File: src/rtl/stq_pkg.sv
`default_nettype none
// ============================================================================
// stq_pkg : shared constants, drain state type and one-hot helper
// Rev 1.0
// ============================================================================
package stq_pkg;

  localparam int STQ_BUF_COUNT = 64;
  localparam int STQ_IDX_W     = 6;

  typedef enum logic [1:0] {
    IDLE  = 2'd0,
    RUN   = 2'd1,
    STALL = 2'd2,
    HOLD  = 2'd3
  } drain_state_e;

  function automatic logic [STQ_BUF_COUNT-1:0] onehot_idx(input logic [STQ_IDX_W-1:0] idx);
    logic [STQ_BUF_COUNT-1:0] v;
    v      = '0;
    v[idx] = 1'b1;
    return v;
  endfunction

endpackage
`default_nettype wire

File: src/rtl/stq_drain_ostage.sv
`default_nettype none
// ============================================================================
// stq_drain_ostage : valid/ready output register for one drained store
// Rev 1.0
// ============================================================================
module stq_drain_ostage #(
  parameter int WIDTH = 32,
  parameter int IDX_W = 6
) (
  input  logic             clk_i,
  input  logic             rst_ni,
  input  logic             load_i,
  input  logic [WIDTH-1:0] data_i,
  input  logic [IDX_W-1:0] idx_i,
  input  logic             ready_i,
  output logic             valid_o,
  output logic [WIDTH-1:0] data_o,
  output logic [IDX_W-1:0] idx_o
);

  logic             valid_q;
  logic [WIDTH-1:0] data_q;
  logic [IDX_W-1:0] idx_q;

  // A load always wins: the upstream only loads when the slot is empty or leaving.
  always_ff @(posedge clk_i or negedge rst_ni) begin
    if (!rst_ni) begin
      valid_q <= 1'b0;
      data_q  <= '0;
      idx_q   <= '0;
    end else if (load_i) begin
      valid_q <= 1'b1;
      data_q  <= data_i;
      idx_q   <= idx_i;
    end else if (valid_q && ready_i) begin
      valid_q <= 1'b0;
    end
  end

  assign valid_o = valid_q;
  assign data_o  = data_q;
  assign idx_o   = idx_q;

endmodule
`default_nettype wire

File: src/rtl/stq_drain.sv
`default_nettype none
// ============================================================================
// stq_drain : in-order drain of committed store-queue entries to the L1 port
// Rev 1.0
// ============================================================================
module stq_drain
  import stq_pkg::*;
#(
  parameter int WIDTH     = 32,
  parameter int BUF_COUNT = STQ_BUF_COUNT,
  parameter int IDX_W     = STQ_IDX_W
) (
  input  logic                 clk_i,
  input  logic                 rst_ni,
  input  logic [1:0]           commit_cnt_i,
  input  logic                 drain_hold_i,
  output logic [BUF_COUNT-1:0] rd_en_o,
  input  logic [WIDTH-1:0]     rd_data_i,
  output logic                 out_valid_o,
  input  logic                 out_ready_i,
  output logic [WIDTH-1:0]     out_data_o,
  output logic [IDX_W-1:0]     out_idx_o,
  output logic [BUF_COUNT-1:0] free_en_o,
  output logic [IDX_W:0]       cmt_pending_o,
  output logic                 err_o,
  output logic [1:0]           state_o
);

  localparam int CW = IDX_W + 2;

  logic [IDX_W-1:0]     head_q, head_d;
  logic [IDX_W:0]       pend_q, pend_d;
  logic [BUF_COUNT-1:0] free_en_q;
  logic                 err_q, err_d;
  drain_state_e         state_q, state_d;

  logic                 can_issue;
  logic                 out_valid;
  logic [IDX_W-1:0]     out_idx;
  logic                 bad_cnt;
  logic [1:0]           cnt_eff;
  logic [CW-1:0]        sum;
  logic                 overflow;
  logic                 valid_d;

  assign can_issue = (pend_q != '0) && !drain_hold_i && (!out_valid || out_ready_i);
  assign rd_en_o   = can_issue ? onehot_idx(head_q) : '0;

  assign bad_cnt  = (commit_cnt_i == 2'd3);
  assign cnt_eff  = bad_cnt ? 2'd0 : commit_cnt_i;
  assign sum      = CW'(pend_q) + CW'(cnt_eff) - CW'(can_issue);
  assign overflow = (sum > CW'(BUF_COUNT));
  assign pend_d   = overflow ? (IDX_W+1)'(BUF_COUNT) : sum[IDX_W:0];
  assign err_d    = err_q | bad_cnt | overflow;
  // Head width is exactly log2(BUF_COUNT), so the increment wraps naturally.
  assign head_d   = can_issue ? head_q + 1'b1 : head_q;
  assign valid_d  = can_issue || (out_valid && !out_ready_i);

  // Status predicts the coming cycle from next-state counters and the current ready.
  always_comb begin
    state_d = RUN;
    if ((pend_d == '0) && !valid_d)           state_d = IDLE;
    else if (valid_d && !out_ready_i)         state_d = STALL;
    else if (drain_hold_i && (pend_d != '0))  state_d = HOLD;
  end

  always_ff @(posedge clk_i or negedge rst_ni) begin
    if (!rst_ni) begin
      head_q    <= '0;
      pend_q    <= '0;
      free_en_q <= '0;
      err_q     <= 1'b0;
      state_q   <= IDLE;
    end else begin
      head_q    <= head_d;
      pend_q    <= pend_d;
      free_en_q <= (out_valid && out_ready_i) ? onehot_idx(out_idx) : '0;
      err_q     <= err_d;
      state_q   <= state_d;
    end
  end

  stq_drain_ostage #(
    .WIDTH (WIDTH),
    .IDX_W (IDX_W)
  ) u_ostage (
    .clk_i   (clk_i),
    .rst_ni  (rst_ni),
    .load_i  (can_issue),
    .data_i  (rd_data_i),
    .idx_i   (head_q),
    .ready_i (out_ready_i),
    .valid_o (out_valid),
    .data_o  (out_data_o),
    .idx_o   (out_idx)
  );

  assign out_valid_o   = out_valid;
  assign out_idx_o     = out_idx;
  assign free_en_o     = free_en_q;
  assign cmt_pending_o = pend_q;
  assign err_o         = err_q;
  assign state_o       = state_q;

endmodule
`default_nettype wire

File: config.mk
export PLATFORM = sky130hd
export DESIGN_NAME = stq_drain
export DESIGN_NICKNAME = d
export VERILOG_FILES = /design/src/rtl/stq_pkg.sv /design/src/rtl/stq_drain_ostage.sv /design/src/rtl/stq_drain.sv
export SDC_FILE = /design/constraint.sdc
export NUM_CORES = 1
export LEC_CHECK = 0
export BUFFER_PORTS_ARGS = -buffer_cell sky130_fd_sc_hd__buf_2
export CORE_ASPECT_RATIO = 0.8
export CORE_MARGIN = 1.5
export CORE_UTILIZATION = 48
export DETAILED_ROUTE_END_ITERATION = 6
export PLACE_DENSITY_LB_ADDON = 0.05
export RECOVER_POWER = 25
export SLEW_MARGIN = 5
export SYNTH_ARGS = -nofsm -noshare
export SYNTH_HDL_FRONTEND = slang
export SYNTH_HIERARCHICAL = 1
export SYNTH_SLANG_ARGS = --single-unit
File: constraint.sdc
create_clock -name clk_i -period 4.7 [get_ports clk_i]
set_input_delay 0 -clock clk_i [delete_from_list [all_inputs] [get_ports clk_i]]
set_output_delay 0 -clock clk_i [all_outputs]
set_load 0.01 [all_outputs]
# ---- Yosys cells after proc, flatten, opt, wreduce, memory -nomap -nowiden
# Index checks and enable logic that the tools add are counted.
dict set report word_totals {
  reg_bits 119
  out_inout_bits 177
  wordCells 51
}
dict set report classes {
  addsub 3
  order_cmp 5
  n_eq_ne 1
  n_mux 13
  bitwise_logic 2
  n_reduce_logical 19
}
# op count
set op_table {}
lappend op_table {{$mux 64} 2}
lappend op_table {{$lt 6x7->1 const B} 2}
lappend op_table {{$reduce_bool 7->1} 2}
lappend op_table {{$demux 1 s6} 2}
lappend op_table {{$ge 6x1->1 const B} 2}
lappend op_table {{$logic_and 1x1->1} 9}
lappend op_table {{$add 7x2->8} 1}
lappend op_table {{$gt 8x7->1 const B} 1}
lappend op_table {{$mux 2} 4}
lappend op_table {{$sub 8x1->8} 1}
lappend op_table {{$logic_not 7->1} 1}
lappend op_table {{$mux 7} 1}
lappend op_table {{$add 6x1->6 const B} 1}
lappend op_table {{$logic_not 1->1} 4}
lappend op_table {{$mux 1} 4}
lappend op_table {{$eq 2x2->1 const B} 1}
lappend op_table {{$logic_or 1x1->1} 2}
lappend op_table {{$or 1x1->1} 2}
lappend op_table {{$reduce_bool 2->1} 1}

# ---- Depth between registers and ports, before layout
dict set report depth {
  depth_word 11
  depth_mapped 13
  ltp_nobuf 13
}

# ---- Hierarchy
# The synthesis kept the hierarchy.
# module n_inst cells_each area_each_um2
set modules_own_cells {}
lappend modules_own_cells {stq_drain 1 374 3590.9}
lappend modules_own_cells {stq_drain_ostage 1 83 1486.4}

# ---- Least setup slack after synthesis
# Ideal clock, no wire load.
dict set report synth_timing {
  path_type {register to register}
  start {register pend_q[4] (netlist: cmt_pending_o[4])}
  end {register err_q (netlist: err_o)}
  setup_ns 0.129
  t_arrival_ns 3.624
  setup_slack_ns 0.947
  stages_incl_launch_ff 13
  cell_sequence {dfrtp_1 inv_1 ha_1 a311oi_2 ha_1 inv_1 ha_1 inv_1 fa_1 xnor2_1 or3b_2 o41a_1 a2111o_1}
}
dict set report synth_between {
  elab_chain_len 6
  elab_cells_between_ends 7
  classes_between {2 x add/sub; 1 x order compare; 1 x bitwise; 3 x reduce/logical}
}
# element line
set synth_rtl {}
lappend synth_rtl {{start: declaration} stq_drain.sv:32} ;# logic [IDX_W:0] pend_q, pend_d;
lappend synth_rtl {{start signal: assignment} stq_drain.sv:76} ;# pend_q <= pend_d;
lappend synth_rtl {{$reduce_bool 7->1} stq_drain.sv:46} ;# assign can_issue = (pend_q != '0) && !drain_hold_i && (!out_valid || out_ready_i);
lappend synth_rtl {{$logic_and 1x1->1 (2 in series)} stq_drain.sv:46}
lappend synth_rtl {{via can_issue} stq_drain.sv:37} ;# logic can_issue;
lappend synth_rtl {{$sub 8x1->8} stq_drain.sv:51} ;# assign sum = CW'(pend_q) + CW'(cnt_eff) - CW'(can_issue);
lappend synth_rtl {{$gt 8x7->1} stq_drain.sv:52} ;# assign overflow = (sum > CW'(BUF_COUNT));
lappend synth_rtl {{$or 1x1->1} stq_drain.sv:54} ;# assign err_d = err_q | bad_cnt | overflow;
lappend synth_rtl {{via err_d} stq_drain.sv:34} ;# logic err_q, err_d;
lappend synth_rtl {{end signal: assignment} stq_drain.sv:78} ;# err_q <= err_d;
lappend synth_rtl {{end: declaration} stq_drain.sv:34}
# The timed path passes the listed nets, and every way through them passes these cells.
# A chain may end at the register's enable or synchronous reset.

# ---- Worst setup path after layout
dict set report layout_timing {
  start {register pend_q[6] (netlist: cmt_pending_o[6])}
  end {register err_q (netlist: err_o)}
}
# Same word-level chain as after synthesis.

==> metrics <==
Initial Util=49.4%; Overflow after GRT=0; Worst Skew=slightly above 9 ps; postcts setup bufs=0; Resize count post-CTS=0; drt first pass iters=4; # setup viols final=0; worst min path class=in -> async; most frequent cells in the layout=nor2_1 (139), dfrtp_1 (119), buf_2 (110), clkbuf_1 (103), dlygate4sd3_1 (37); clk root buf=clkbuf_16; sequential area share after synthesis=about three fifths; num rows=33; number of distinct library cells after synthesis=48; pre-CTS setup slack=1010 ps; overall routing resource usage=between 20% and 30%; Setup crit start kind=flop; IO Pins=215; hold slack final=250 ps; Max Cap Viol=0; slew margin rel.=between 30 and 40%; initial antenna violation count=0; TritonCTS clock tree=built; Post-Syn Area=between 5000 and 6000 um2; Yosys reg bits=119; Clk pin slew, worst setup/hold paths=~60 ps; DIE WIDTH=118 um; ys async rst share=100%; drt initial violations=158; R2R setup slack=~390 ps; worst-path fanout max=6; final worst slack=slightly below 400 ps; die area=roughly 11000 um2; Yosys top cell area share=around three fifths; Synth Flop Type=dfrtp_1; final core utilization=between 60% and 70%; fin area=about 7100 um2; Synth Instances=457; remaining antenna violation count=0; synth top area cells=dfrtp_1 (59%), nor2_1 (10%), mux2_2 (6.7%), ha_1 (3.0%), mux2_4 (2.7%); yosys synthesis warning count=6; largest net degree at the start of global routing=76; syn avg cell area=about 11 um2; post-DR vias/cell=4.94; net total in the final layout=760; DR WL met2=between 6000 and 7000 um; DR top layer=met4; H-Tree Depth=4; most common cell after layout, fill and taps aside=nor2_1; share of post-route cells with drive strength above 1=a little over a quarter; PwrDens=~600 nW/um2; fill count=approximately 840; cts bufs inserted=17; CORE AREA=10300 um2; Area after DPL=6250 um2; Die Y=approximately 95 um; WP data arrival=4600 ps; Worst-Skew Late Latency=between 400 and 500 ps; Slew Viols, Final=0; Mapped Nets=between 500 and 600; synthesis-to-finish area growth=40.4%; final worst-path cycle share=about nine tenths; Final Hold Vio Count=0; Max Fclk=around 230 MHz; RSZ-0062 raised after global routing=no; min Tclk post-route=between 4000 and 5000 ps; Post-Route M1 WL=around 5600 um; CTS Buffer Depth=2; worst path required time=roughly 5000 ps; Via Count=approximately 4300; drt wl/cell=approximately 16 um; Leakage=around 3.4 nW; final non-filler cell total=about 860; dpl hpwl=approximately 8900 um; routability cong.=around 0.94; total power=4.30 mW; Hold Buf Count CTS=37; global-route wire length before repair=between 20000 and 25000 um; Setup TNS Final=0 ps; Num Clock Sinks=119; VDD IR-drop max=between 0.0003 and 0.0004 V; status=completed; Worst-Margin Slew=912 ps; Synth area leader=dfrtp_1; # placed instances=793; vias in the first global route=4002; residual DRC count=0; WL met3=approximately 850 um; Post-synth EDFFs=0; Setup CP Type=reg -> reg; Antenna Cells=0; Worst setup EP type=flop; Port-buffer cells=214; DRT Wirelength=about 13000 um
[cell families after synthesis]
group	share of synthesized area, %
simple gates	19.6
compound gates	4.56
mux	9.31
xor+xnor	1.38
buf+inv	3.18
flops	58.6
fa+ha+maj	3.35
[synth_stat cells (all sizes together), types with 2 or more instances]
library cell / number
clkbuf: 13
a21o: 2
and3b: 2
buf: 7
ha: 12
and2: 2
nand3: 7
or2: 2
dfrtp: 119
o21bai: 2
nand3b: 8
nor2b: 10
nor3: 4
or3b: 4
mux2: 39
nand2b: 5
or3: 2
inv: 17
nand4: 2
nand4b: 5
o32a: 2
nor2: 139
nand2: 18
a21oi: 2
o21ai: 5
a221oi: 2
xnor2: 7
nor3b: 3
[worst max-delay path, stage by stage, from the launching register on]
cell	delay, ps
dfrtp_1	450
nor3_1	520
a311oi_4	180
ha_1	320
inv_1	60
ha_1	170
inv_1	60
fa_1	410
xnor2_1	150
or3b_2	460
o41a_1	510
a2111o_1	360
dlygate4sd3_1	560
[worst paths after layout]
kind,startpoint,endpoint,cells after the start
worst max-delay path,cmt_pending_o[6],err_o,12
max in group asynchronous,rst_ni,free_en_o[30],3
min in group clk_i,commit_cnt_i[0],cmt_pending_o[1],5
worst max register to register,cmt_pending_o[6],err_o,12
worst min-delay path,rst_ni,u_ostage/data_o[6],2
worst min register to register,u_ostage/data_o[2],u_ostage/data_o[2],1
[sequential cells by signal, indices dropped and copies added (netlist names)]
signal and cells:
u_ostage/data_o 32, head_q 6, err_o 1, state_o 2
cmt_pending_o 7, free_en_o 64, u_ostage/valid_o 1, u_ostage/idx_o 6
[routing by layer]
layer | vias up | track usage, %
li1 | 2020 | -
met1 | 2034 | 29.0
met2 | 184 | 41.6
met3 | 18 | 6.70
met4 | 0 | 8.74
met5 | - | 0
[power by group]
group	switching, mW	leakage [nW]	total [mW]	internal, mW
combinational	0.843	1.51	1.47	0.627
sequential	0.226	1.55	1.46	1.24
clock	0.467	0.311	1.37	0.905
[cell type report]
cell class | count | area, um2 | share of cell area [%]
multi-input cells | 301 | 1950 | 27.3
well taps | 140 | 175 | 2.46
repair buffers | 253 | 1330 | 18.7
clock inverters | 13 | 195 | 2.74
clock buffers | 18 | 439 | 6.16
flip-flops and latches | 119 | 2980 | 41.8
inverters | 17 | 63.8 | 0.895
No activity file was read; power rests on OpenSTA's default activity.
